<file path="config.mk">
export PLATFORM = sky130hd
export DESIGN_NAME = vending_ctrl_flat
export DESIGN_NICKNAME = d
export VERILOG_FILES = /design/src/rtl/vending_ctrl_if.sv /design/src/rtl/vending_ctrl.sv /design/src/flat_wrapper.sv
export SDC_FILE = /design/constraint.sdc
export NUM_CORES = 1
export LEC_CHECK = 0
export ABC_AREA = 1
export ABC_CLOCK_PERIOD_IN_PS = 4100
export CORE_MARGIN = 3
export CORE_UTILIZATION = 53
export CTS_CLUSTER_SIZE = 30
export DETAILED_ROUTE_END_ITERATION = 12
export PLACE_DENSITY_LB_ADDON = 0.2
export RECOVER_POWER = 100
export SYNTH_ARGS = -nofsm -noshare
export SYNTH_HDL_FRONTEND = slang
export SYNTH_SLANG_ARGS = --single-unit
export TNS_END_PERCENT = 5
</file>
<file path="constraint.sdc">
create_clock -name clk_i -period 4.1 [get_ports clk_i]
set_clock_uncertainty 0.1 [all_clocks]
set_input_delay 0.82 -clock clk_i [delete_from_list [all_inputs] [get_ports clk_i]]
set_output_delay 0.82 -clock clk_i [all_outputs]
set_load 0.01 [all_outputs]
</file>
<file path="src/rtl/vending_ctrl_if.sv">
// Front-end / dispenser bundle for vending_ctrl.
// The master side (keypad, coin acceptor, hopper) drives strobes; the slave is the controller.
interface vending_ctrl_if #(
  parameter int unsigned MONEY_W = 8,
  parameter int unsigned N_ITEMS = 4,
  parameter int unsigned SEL_W   = (N_ITEMS > 1) ? $clog2(N_ITEMS) : 1
) ();
  logic               coin_valid;
  logic [MONEY_W-1:0] coin_value;
  logic               sel_valid;
  logic [SEL_W-1:0]   sel;
  logic               cancel;
  logic               restock;
  logic               change_ready;
  logic [MONEY_W-1:0] credit;
  logic [N_ITEMS-1:0] affordable;
  logic               coin_reject;
  logic               vend_valid;
  logic [SEL_W-1:0]   vend_item;
  logic               change_valid;
  logic [MONEY_W-1:0] change_coin;
  logic               err;
  logic [1:0]         err_code;
  logic               busy;

  modport master (
    output coin_valid, coin_value, sel_valid, sel, cancel, restock, change_ready,
    input  credit, affordable, coin_reject, vend_valid, vend_item, change_valid, change_coin,
           err, err_code, busy
  );

  modport slave (
    input  coin_valid, coin_value, sel_valid, sel, cancel, restock, change_ready,
    output credit, affordable, coin_reject, vend_valid, vend_item, change_valid, change_coin,
           err, err_code, busy
  );
endinterface

</file>
<file path="src/rtl/vending_ctrl.sv">
// N-product vending controller: credit accumulation, priced selection with stock tracking,
// cancel/refund and coin-by-coin change payout. All outputs registered.
module vending_ctrl #(
  parameter int unsigned MONEY_W    = 8,
  parameter int unsigned N_ITEMS    = 4,
  parameter int unsigned PRICE_BASE = 10,
  parameter int unsigned PRICE_STEP = 5,
  parameter int unsigned STOCK_W    = 4,
  parameter int unsigned STOCK_INIT = 3,
  parameter int unsigned MAX_CREDIT = 99
) (
  input logic           clk_i,
  input logic           reset_i,
  vending_ctrl_if.slave bus_io
);

  localparam int unsigned SEL_W = (N_ITEMS > 1) ? $clog2(N_ITEMS) : 1;

  typedef enum logic [1:0] {StIdle, StCredit, StVend, StChange} state_e;

  function automatic logic [MONEY_W-1:0] price(input int unsigned idx);
    return MONEY_W'(PRICE_BASE + idx * PRICE_STEP);
  endfunction

  // Greedy payout: biggest denomination that still fits in the remaining credit.
  function automatic logic [MONEY_W-1:0] largest_coin(input logic [MONEY_W-1:0] amt);
    if (amt >= MONEY_W'(50))      return MONEY_W'(50);
    else if (amt >= MONEY_W'(10)) return MONEY_W'(10);
    else if (amt >= MONEY_W'(5))  return MONEY_W'(5);
    else if (amt != '0)           return MONEY_W'(1);
    else                          return '0;
  endfunction

  state_e             state_q, state_d;
  logic [MONEY_W-1:0] credit_q, credit_d;
  logic [STOCK_W-1:0] stock_q [N_ITEMS];
  logic [STOCK_W-1:0] stock_d [N_ITEMS];
  logic [N_ITEMS-1:0] affordable_q, affordable_d;
  logic               coin_reject_q, coin_reject_d;
  logic               vend_valid_q, vend_valid_d;
  logic [SEL_W-1:0]   vend_item_q, vend_item_d;
  logic               change_valid_q, change_valid_d;
  logic [MONEY_W-1:0] change_coin_q, change_coin_d;
  logic               err_q, err_d;
  logic [1:0]         err_code_q, err_code_d;
  logic               busy_q, busy_d;

  logic [MONEY_W:0]   coin_sum;
  logic               denom_ok;
  logic               coin_ok;
  logic               sel_bad;
  logic [MONEY_W-1:0] sel_price;

  // One spare bit so credit + coin cannot wrap before the ceiling test.
  assign coin_sum  = {1'b0, credit_q} + {1'b0, bus_io.coin_value};
  assign denom_ok  = (bus_io.coin_value == MONEY_W'(1))  || (bus_io.coin_value == MONEY_W'(5)) ||
                     (bus_io.coin_value == MONEY_W'(10)) || (bus_io.coin_value == MONEY_W'(50));
  assign coin_ok   = denom_ok && (coin_sum <= (MONEY_W + 1)'(MAX_CREDIT));
  assign sel_bad   = 32'(bus_io.sel) >= N_ITEMS;
  assign sel_price = price(32'(bus_io.sel));

  always_comb begin
    state_d        = state_q;
    credit_d       = credit_q;
    stock_d        = stock_q;
    coin_reject_d  = 1'b0;
    vend_valid_d   = 1'b0;
    vend_item_d    = vend_item_q;
    change_valid_d = 1'b0;
    change_coin_d  = '0;
    err_d          = 1'b0;
    err_code_d     = err_code_q;

    unique case (state_q)
      StIdle: begin
        if (bus_io.coin_valid) begin
          if (coin_ok) begin
            credit_d = coin_sum[MONEY_W-1:0];
            state_d  = StCredit;
          end else begin
            coin_reject_d = 1'b1;
          end
        end
      end
      StCredit: begin
        if (bus_io.cancel) begin
          coin_reject_d  = bus_io.coin_valid;
          state_d        = StChange;
          change_valid_d = 1'b1;
          change_coin_d  = largest_coin(credit_q);
        end else if (bus_io.sel_valid) begin
          coin_reject_d = bus_io.coin_valid;
          if (sel_bad) begin
            err_d      = 1'b1;
            err_code_d = 2'd3;
          end else if (stock_q[bus_io.sel] == '0) begin
            err_d      = 1'b1;
            err_code_d = 2'd2;
          end else if (credit_q < sel_price) begin
            err_d      = 1'b1;
            err_code_d = 2'd1;
          end else begin
            credit_d            = credit_q - sel_price;
            stock_d[bus_io.sel] = stock_q[bus_io.sel] - STOCK_W'(1);
            vend_valid_d        = 1'b1;
            vend_item_d         = bus_io.sel;
            state_d             = StVend;
          end
        end else if (bus_io.coin_valid) begin
          if (coin_ok) credit_d = coin_sum[MONEY_W-1:0];
          else         coin_reject_d = 1'b1;
        end
      end
      StVend: begin
        coin_reject_d = bus_io.coin_valid;
        if (credit_q != '0) begin
          state_d        = StChange;
          change_valid_d = 1'b1;
          change_coin_d  = largest_coin(credit_q);
        end else begin
          state_d = StIdle;
        end
      end
      StChange: begin
        coin_reject_d = bus_io.coin_valid;
        if (bus_io.change_ready) begin
          credit_d = credit_q - change_coin_q;
          if (credit_d == '0) begin
            state_d = StIdle;
          end else begin
            change_valid_d = 1'b1;
            change_coin_d  = largest_coin(credit_d);
          end
        end else begin
          change_valid_d = 1'b1;
          change_coin_d  = change_coin_q;
        end
      end
      default: state_d = StIdle;
    endcase

    // Restock wins over a same-edge vend decrement.
    if (bus_io.restock) begin
      for (int unsigned i = 0; i < N_ITEMS; i++) stock_d[i] = STOCK_W'(STOCK_INIT);
    end

    busy_d = (state_d == StVend) || (state_d == StChange);
    for (int unsigned i = 0; i < N_ITEMS; i++) begin
      affordable_d[i] = (credit_d >= price(i)) && (stock_d[i] != '0);
    end
  end

  always_ff @(posedge clk_i) begin
    if (reset_i) begin
      state_q        <= StIdle;
      credit_q       <= '0;
      for (int unsigned i = 0; i < N_ITEMS; i++) stock_q[i] <= STOCK_W'(STOCK_INIT);
      affordable_q   <= '0;
      coin_reject_q  <= 1'b0;
      vend_valid_q   <= 1'b0;
      vend_item_q    <= '0;
      change_valid_q <= 1'b0;
      change_coin_q  <= '0;
      err_q          <= 1'b0;
      err_code_q     <= 2'd0;
      busy_q         <= 1'b0;
    end else begin
      state_q        <= state_d;
      credit_q       <= credit_d;
      stock_q        <= stock_d;
      affordable_q   <= affordable_d;
      coin_reject_q  <= coin_reject_d;
      vend_valid_q   <= vend_valid_d;
      vend_item_q    <= vend_item_d;
      change_valid_q <= change_valid_d;
      change_coin_q  <= change_coin_d;
      err_q          <= err_d;
      err_code_q     <= err_code_d;
      busy_q         <= busy_d;
    end
  end

  assign bus_io.credit       = credit_q;
  assign bus_io.affordable   = affordable_q;
  assign bus_io.coin_reject  = coin_reject_q;
  assign bus_io.vend_valid   = vend_valid_q;
  assign bus_io.vend_item    = vend_item_q;
  assign bus_io.change_valid = change_valid_q;
  assign bus_io.change_coin  = change_coin_q;
  assign bus_io.err          = err_q;
  assign bus_io.err_code     = err_code_q;
  assign bus_io.busy         = busy_q;

endmodule

</file>
<file path="src/flat_wrapper.sv">
// flat-port wrapper written by rule: the top's interface ports become plain ports
module vending_ctrl_flat 
#(
  parameter int unsigned MONEY_W    = 8,
  parameter int unsigned N_ITEMS    = 4,
  parameter int unsigned PRICE_BASE = 10,
  parameter int unsigned PRICE_STEP = 5,
  parameter int unsigned STOCK_W    = 4,
  parameter int unsigned STOCK_INIT = 3,
  parameter int unsigned MAX_CREDIT = 99
)
  (clk_i, reset_i, bus_io_coin_valid, bus_io_coin_value, bus_io_sel_valid, bus_io_sel, bus_io_cancel, bus_io_restock, bus_io_change_ready, bus_io_credit, bus_io_affordable, bus_io_coin_reject, bus_io_vend_valid, bus_io_vend_item, bus_io_change_valid, bus_io_change_coin, bus_io_err, bus_io_err_code, bus_io_busy);
  vending_ctrl_if #(.MONEY_W(MONEY_W), .N_ITEMS(N_ITEMS)) bus_io_i ();
  input logic clk_i;
  input logic reset_i;
  input wire logic [$bits(bus_io_i.coin_valid)-1:0] bus_io_coin_valid;
  input wire logic [$bits(bus_io_i.coin_value)-1:0] bus_io_coin_value;
  input wire logic [$bits(bus_io_i.sel_valid)-1:0] bus_io_sel_valid;
  input wire logic [$bits(bus_io_i.sel)-1:0] bus_io_sel;
  input wire logic [$bits(bus_io_i.cancel)-1:0] bus_io_cancel;
  input wire logic [$bits(bus_io_i.restock)-1:0] bus_io_restock;
  input wire logic [$bits(bus_io_i.change_ready)-1:0] bus_io_change_ready;
  output wire logic [$bits(bus_io_i.credit)-1:0] bus_io_credit;
  output wire logic [$bits(bus_io_i.affordable)-1:0] bus_io_affordable;
  output wire logic [$bits(bus_io_i.coin_reject)-1:0] bus_io_coin_reject;
  output wire logic [$bits(bus_io_i.vend_valid)-1:0] bus_io_vend_valid;
  output wire logic [$bits(bus_io_i.vend_item)-1:0] bus_io_vend_item;
  output wire logic [$bits(bus_io_i.change_valid)-1:0] bus_io_change_valid;
  output wire logic [$bits(bus_io_i.change_coin)-1:0] bus_io_change_coin;
  output wire logic [$bits(bus_io_i.err)-1:0] bus_io_err;
  output wire logic [$bits(bus_io_i.err_code)-1:0] bus_io_err_code;
  output wire logic [$bits(bus_io_i.busy)-1:0] bus_io_busy;
  assign bus_io_i.coin_valid = bus_io_coin_valid;
  assign bus_io_i.coin_value = bus_io_coin_value;
  assign bus_io_i.sel_valid = bus_io_sel_valid;
  assign bus_io_i.sel = bus_io_sel;
  assign bus_io_i.cancel = bus_io_cancel;
  assign bus_io_i.restock = bus_io_restock;
  assign bus_io_i.change_ready = bus_io_change_ready;
  assign bus_io_credit = bus_io_i.credit;
  assign bus_io_affordable = bus_io_i.affordable;
  assign bus_io_coin_reject = bus_io_i.coin_reject;
  assign bus_io_vend_valid = bus_io_i.vend_valid;
  assign bus_io_vend_item = bus_io_i.vend_item;
  assign bus_io_change_valid = bus_io_i.change_valid;
  assign bus_io_change_coin = bus_io_i.change_coin;
  assign bus_io_err = bus_io_i.err;
  assign bus_io_err_code = bus_io_i.err_code;
  assign bus_io_busy = bus_io_i.busy;
  vending_ctrl #(.MONEY_W(MONEY_W), .N_ITEMS(N_ITEMS), .PRICE_BASE(PRICE_BASE), .PRICE_STEP(PRICE_STEP), .STOCK_W(STOCK_W), .STOCK_INIT(STOCK_INIT), .MAX_CREDIT(MAX_CREDIT)) u_core (.clk_i(clk_i), .reset_i(reset_i), .bus_io(bus_io_i));
endmodule
</file>
==> results of run 1 <==
[cell usage in the layout (no fill, tap or decap), drive strengths merged, types with 2 or more instances in the layout]
cell	n
nand4	12
inv	103
xnor2	2
a32o	2
o211ai	12
nand2	203
o21ai	32
a31oi	3
dfxtp	44
nand3b	3
dlygate4sd3	28
ha	25
nand3	49
conb	2
o41ai	2
nor2	66
clkbuf	6
a211oi	4
fa	3
nor3	6
buf	6
xor2	5
or2	8
o21bai	2
clkdlybuf4s50	15
a21oi	46
[path summary, 6_finish.rpt]
path / from / end / slack (ns)
hold reg to reg: u_core.stock_q[4] / u_core.stock_q[4] / 0.40
hold / removal: u_core.stock_q[4] / u_core.stock_q[4] / 0.40
setup / recovery: bus_io_sel[1] / u_core.bus_io.affordable[2] / 0.35
setup reg to reg: u_core.bus_io.credit[0] / u_core.state_q[1] / 0.78
[layout make-up]
type                            instances  area, um^2
Fill cell                             736        2670
Clock inverter                          3        46.3
Tap cell                               99         124
Timing Repair Buffer                   50         479
Clock buffer                            5        68.8
Sequential cell                        44         881
Multi-Input combinational cell        495        2710
Inverter                              103         392
[cells by family after synthesis]
kind of cell               after synthesis
AOI/OAI and AO/OA                      111
xor gates and xnor gates                 7
adders and majority gates               28
buffers and inverters                  115
DFF                                     44
other                                    1
and+or+nand+nor                        347
[tightest hold or removal path: cells and delay by family, from the launching register on]
family             cells  cell delay [ns]
DFF                    1             0.34
AOI/OAI and AO/OA      1             0.08
and+or+nand+nor        1             0.05
[metal layers]
| metal | vias to the layer above | GRT usage (%) | share of wire, % | routed length [um] |
|---|---|---|---|---|
| met3 | 31 | 5.21 | 10 | 1240 |
| li1 | 2207 | - | - | - |
| met5 | - | 0 | 0 | 0 |
| met1 | 2007 | 40.0 | 45 | 5350 |
| met2 | 214 | 43.3 | 43 | 5100 |
| met4 | 0 | 7.46 | 2.4 | 282 |
[power breakdown]
part	total [uW]	switching (uW)	internal, uW
sequential	435	4.42	431
combinational	217	141	75.8
clock	346	162	184
total	997	307	690
[through the flow]
stage / instance area, um^2 / setup slack, ns
floorplan: 4090 / 1.11
global placement: 4620 / 0.239
detailed placement: 4620 / 0.187
CTS: 4730 / 0.507
global route: 4700 / 0.162
finish: 4700 / 0.350
[sequential cells by signal, summed over array words and instances, names as in the netlist]
signal                      count
u_core.bus_io.affordable        4
u_core.bus_io.busy              1
u_core.bus_io.change_coin       5
u_core.bus_io.change_valid      1
u_core.bus_io.coin_reject       1
u_core.bus_io.credit            8
u_core.bus_io.err               1
u_core.bus_io.err_code          2
u_core.bus_io.vend_item         2
u_core.bus_io.vend_valid        1
u_core.state_q                  2
u_core.stock_q                 16
==> out/results.ini, run 1 <==
[synth]
synthAdderAreaFrac_pct = 9.12
synth_xor_area_share_pct = 1.50
synthSimpleGateAreaFrac_pct = 39.6
netlist_area_um2 = 4090
yosys-top-cells-count = 187 x nand2_1, 94 x inv_1, 57 x nor2_1
yosysTopAreaCell = dfxtp_1
synthCells = 653
synthFlopType = dfxtp_1
synth_top_cell_area_share_pct = 21.5
ys_warn_count = 0
yosysUniqueCellTypes = 52
synth_top_family_by_area = simple AND/OR/NAND/NOR gates
synth_edf_count = 0
synthTopCellsByArea = dfxtp_1 22%, nand2_1 17%, inv_1 8.6%, ha_1 7.6%, nor2_1 5.2%
yosysMostFrequentCell = nand2_1
synthArstFlopShare_pct = 0
yosysSeqAreaShare_pct = 21.5
avgSynthCellArea_um2 = 6.26
synthMuxAreaShare_pct = 0
synth_seq_cells = 44
synth-compound-area-share_pct = 16.5

[worst_hold_path]
hold_class = flip-flop to flip-flop
min_path_cells = 2

[route]
num_vias = 4459
via_per_inst = 5.58
route.detailed.drc = 0
wl_mm = 12.0
wl_per_cell_um = 15.0
drt_iter0_drc = 377
first_pass_iters = 5
detail-route-antenna-nets = 0

[timing]
drv_slew = 0
rsz0062_at_grt = no
tightestPinTransition_ns = 0.856
setup_viol = 0
max_slew_margin_pct = 42.9
holdWs_ns = 0.399
fin_crit_sh_pct = 91.5
fmax_mhz = 267
period_needed_ns = 3.75
setup_tns_ns = 0
timing.final.hold_violations = 0

[grt]
grt.total_usage_pct = 28.1
antenna_found_initial = 0
grt-ovfl-total = 0
grt_pass1_vias = 4050
grt_pass1_wl_mm = 19.6
grt_max_degree = 25

[cts]
cts_setup_buffers = 0
post_cts_resized = 0
clk_pin_slew_ns = 0.09
htree_levels = 2
cts.path.max_buffers = 2
hold_buffers = 0
cts-root-buf = clkbuf_8
clk_latency_ns = 0.30
cts_sinks = 44
cts_tree = done
cts-buffers-inserted = 5

[critical_path]
path_cells = dlygate4sd3_1, inv_2, ha_1, inv_1, ha_1, nand2_1, o21ai_2, a21oi_2, nand2_1, nand2_4, nor2_8, nand2_2, a211oi_1, nand3_1, a21oi_1, a21oi_1
critical_path_depth = 16
cp_max_fo = 11
cp_slowest_stage_delay_ns = 0.69
worstSetupEndpointType = flip-flop
cp_num_buf_inv = 3
r2r_cells = 19
cp_slowest_cell = dlygate4sd3_1
critPathKind = primary input to flip-flop
worstPathArrival_ns = 3.84
crit_path_start_kind = primary input
required_ns = 4.19
crit_family = simple AND/OR/NAND/NOR gates

[power_and_ir_drop]
power.leakage_uw = 0.00240
power_density_nw_per_um2 = 212
vdd_drop_max_mv = 0.161
power.total_uw = 997

[outcome]
outcome = complete, no violations

[placed_design]
placed_cells = 791
port_buffers = 43
gp_congestion = 0.994
hpwl_mm = 9.38

[final_layout]
final_cells = 799
drive_above_1_share_pct = 9.57
area_growth_pct = 15.0
final_core_util_pct = 63.8
num_antenna_cells = 0
final_nets = 744

[floorplan]
die-area_um2 = 8810
fp.dieH_um = 93.8
die_w_um = 93.8
core-area_um2 = 7370
num_io_pins = 46
start_util_pct = 55.5
placementRows = 31

[job]
maxCapViolations = 0

Note: power is estimated with default switching activity, not from simulation.
==> run 2: changes to the inputs <==
--- a/config.mk
+++ b/config.mk
@@ -6,9 +6,9 @@
 export NUM_CORES = 1
 export LEC_CHECK = 0
 export ABC_AREA = 1
-export ABC_CLOCK_PERIOD_IN_PS = 4100
+export ABC_CLOCK_PERIOD_IN_PS = 3100
 export CORE_MARGIN = 3
-export CORE_UTILIZATION = 53
+export CORE_UTILIZATION = 52
 export CTS_CLUSTER_SIZE = 30
 export DETAILED_ROUTE_END_ITERATION = 12
 export PLACE_DENSITY_LB_ADDON = 0.2
==> constraint.sdc (replaced) <==
create_clock -name clk_i -period 3.1 [get_ports clk_i]
set_clock_uncertainty 0.1 [all_clocks]
set_input_delay 0.62 -clock clk_i [delete_from_list [all_inputs] [get_ports clk_i]]
set_output_delay 0.62 -clock clk_i [all_outputs]
set_load 0.01 [all_outputs]
==> run 2 against run 1 <==
Net effect:
- total power is 43% higher
- sequential share of layout area is 2.9 points lower
- count of clock-buffer cells in the layout stayed put
- via count is 8.6% higher
==> out/results.ini, run 2 (synthesized netlist as in run 1, its figures left out) <==
[route]
drt_iter0_drc = 485
wl_per_cell_um = 16.0
route.detailed.drc = 0
num_vias = 4844
detail-route-antenna-nets = 0
via_per_inst = 5.49
first_pass_iters = 6
wl_mm = 14.1

[final_layout]
final_nets = 828
fin_area_um2 = 5580
area_growth_pct = 36.4
drive_above_1_share_pct = 25.4
layout_commonest_cell = nand2_1
largest_reg_flops = 16
num_antenna_cells = 0
regMostFlops = u_core.stock_q
layout_common_cells = 178 x nand2_1, 91 x inv_1, 88 x buf_4

[outcome]
outcome = complete, no violations

[critical_path]
crit_family = simple AND/OR/NAND/NOR gates
path_cells = clkdlybuf4s50_1, ha_4, nand2_1, inv_1, a21oi_2, nand2_1, nand2_2, nand3_2, nor2_4, nand4_1, nand2_1, nand2_1, nand3_2, nand2_2, buf_4, buf_4, nor2_1
reg2reg_from = u_core.bus_io.credit[0]
cp_slowest_cell = clkdlybuf4s50_1
worstSetupEndpointType = flip-flop
ff2ff_setup_slack_ns = 0.16
cp_slowest_stage_delay_ns = 0.52
required_ns = 3.25
worstPathArrival_ns = 3.13
cp_max_fo = 5
critPathKind = primary input to flip-flop
r2r-end = u_core.bus_io.affordable[1]
cp_num_buf_inv = 4
crit_path_start_kind = primary input
r2r_cells = 16
cp_common_cell = nand2_1

[floorplan]
core-area_um2 = 7450
placementRows = 31
start_util_pct = 54.9
die-area_um2 = 8960
die_w_um = 94.7
num_io_pins = 46
fp.dieH_um = 94.7

[grt]
grt-ovfl-total = 0
grt_max_degree = 24
grt_pass1_vias = 4558
grt_pass1_wl_mm = 21.9
grt.total_usage_pct = 31.5
antenna_found_initial = 0

[worst_hold_path]
min_to = u_core.bus_io.change_coin[3]
hold_class = flip-flop to flip-flop
hold_start = u_core.bus_io.change_coin[3]
min_path_cells = 2

[timing]
rsz0062_at_grt = yes
timing.final.hold_violations = 0
max_slew_margin_pct = 55.8
fmax_mhz = 335
fin_crit_sh_pct = 96.2
setup_viol = 0
period_needed_ns = 2.98
drv_slew = 0
tightestPinTransition_ns = 0.661

[power_and_ir_drop]
vdd_drop_max_mv = 0.423
power.total_uw = 1430
power.leakage_uw = 0.00286
power_density_nw_per_um2 = 256

[placed_design]
placed_area_um2 = 5160
gp_congestion = 1.03
port_buffers = 43
hpwl_mm = 10.8

[cts]
cts_sinks = 44
hold_buffers = 0
cts-buffers-inserted = 5
clk_pin_slew_ns = 0.10
htree_levels = 2
cts_tree = done
cts-root-buf = clkbuf_8
cts.path.max_buffers = 2
clk_latency_ns = 0.31

[job]
maxCapViolations = 0

-- run 2: cell types whose count changed in the layout (fill, tap and decap cells not counted), sizes merged --
cell           delta
clkbuf            +2
dlygate4sd3       -9
nand3             +1
buf              +83
clkdlybuf4s50     +1
dlymetal6s2s      +6
-- run 2: worst max path at each step --
stage                               from  depth (start not counted)                          end
floorplan                  bus_io_sel[1]                         19  u_core.bus_io.affordable[0]
global placement           bus_io_sel[0]                         18  u_core.bus_io.affordable[0]
detailed placement         bus_io_sel[0]                         18  u_core.bus_io.affordable[0]
CTS                 bus_io_coin_value[0]                         20  u_core.bus_io.affordable[0]
global route        bus_io_coin_value[7]                         18  u_core.bus_io.affordable[0]
finish              bus_io_coin_value[6]                         17      u_core.bus_io.credit[6]
-- run 2: power by group --
part	switching (uW)	internal, uW	total [uW]
combinational	223	161	384
clock	227	243	470
sequential	5.02	570	575
total	455	974	1430
-- run 2: cell type report --
type | count | area [um^2]
Tap cell | 99 | 124
Sequential cell | 44 | 883
Multi-Input combinational cell | 496 | 2940
Clock buffer | 5 | 68.8
Clock inverter | 3 | 46.3
Fill cell | 629 | 1870
Inverter | 103 | 394
Timing Repair Buffer | 133 | 1120
-- run 2: worst min-delay path, stage by stage, from the launching register on --
cell	delay, ns
dfxtp_1	0.33
nand2_1	0.07
a21oi_1	0.05
-- run 2: routing by layer --
layer / track usage (%) / routed length, um
met5: 0 / 0
met4: 10.8 / 408
met3: 7.33 / 1150
met2: 48.9 / 6270
met1: 42.7 / 6300
-- run 2: per-stage QoR --
step	hold WS (ns)	setup WS (ns)	util [%]	TNS [ns]	cells
2_1_floorplan	0.342	0.311	-	0	654
3_3_place_gp	0.358	-0.429	69.3	-5.31	864
3_5_place_dp	0.379	-0.582	69.3	-8.59	864
4_1_cts	0.393	-0.0722	72.3	-0.148	880
5_1_grt	0.403	-0.0696	74.9	-0.254	883
6_report	0.393	0.119	74.9	0	883
-- run 2: repair_timing --
action	CTS	global route
hold endpoints to repair	0	0
resized for setup	11	47
pin swaps	9	24
buffers inserted	8	2
setup endpoints to repair	12	19
cloned	0	1
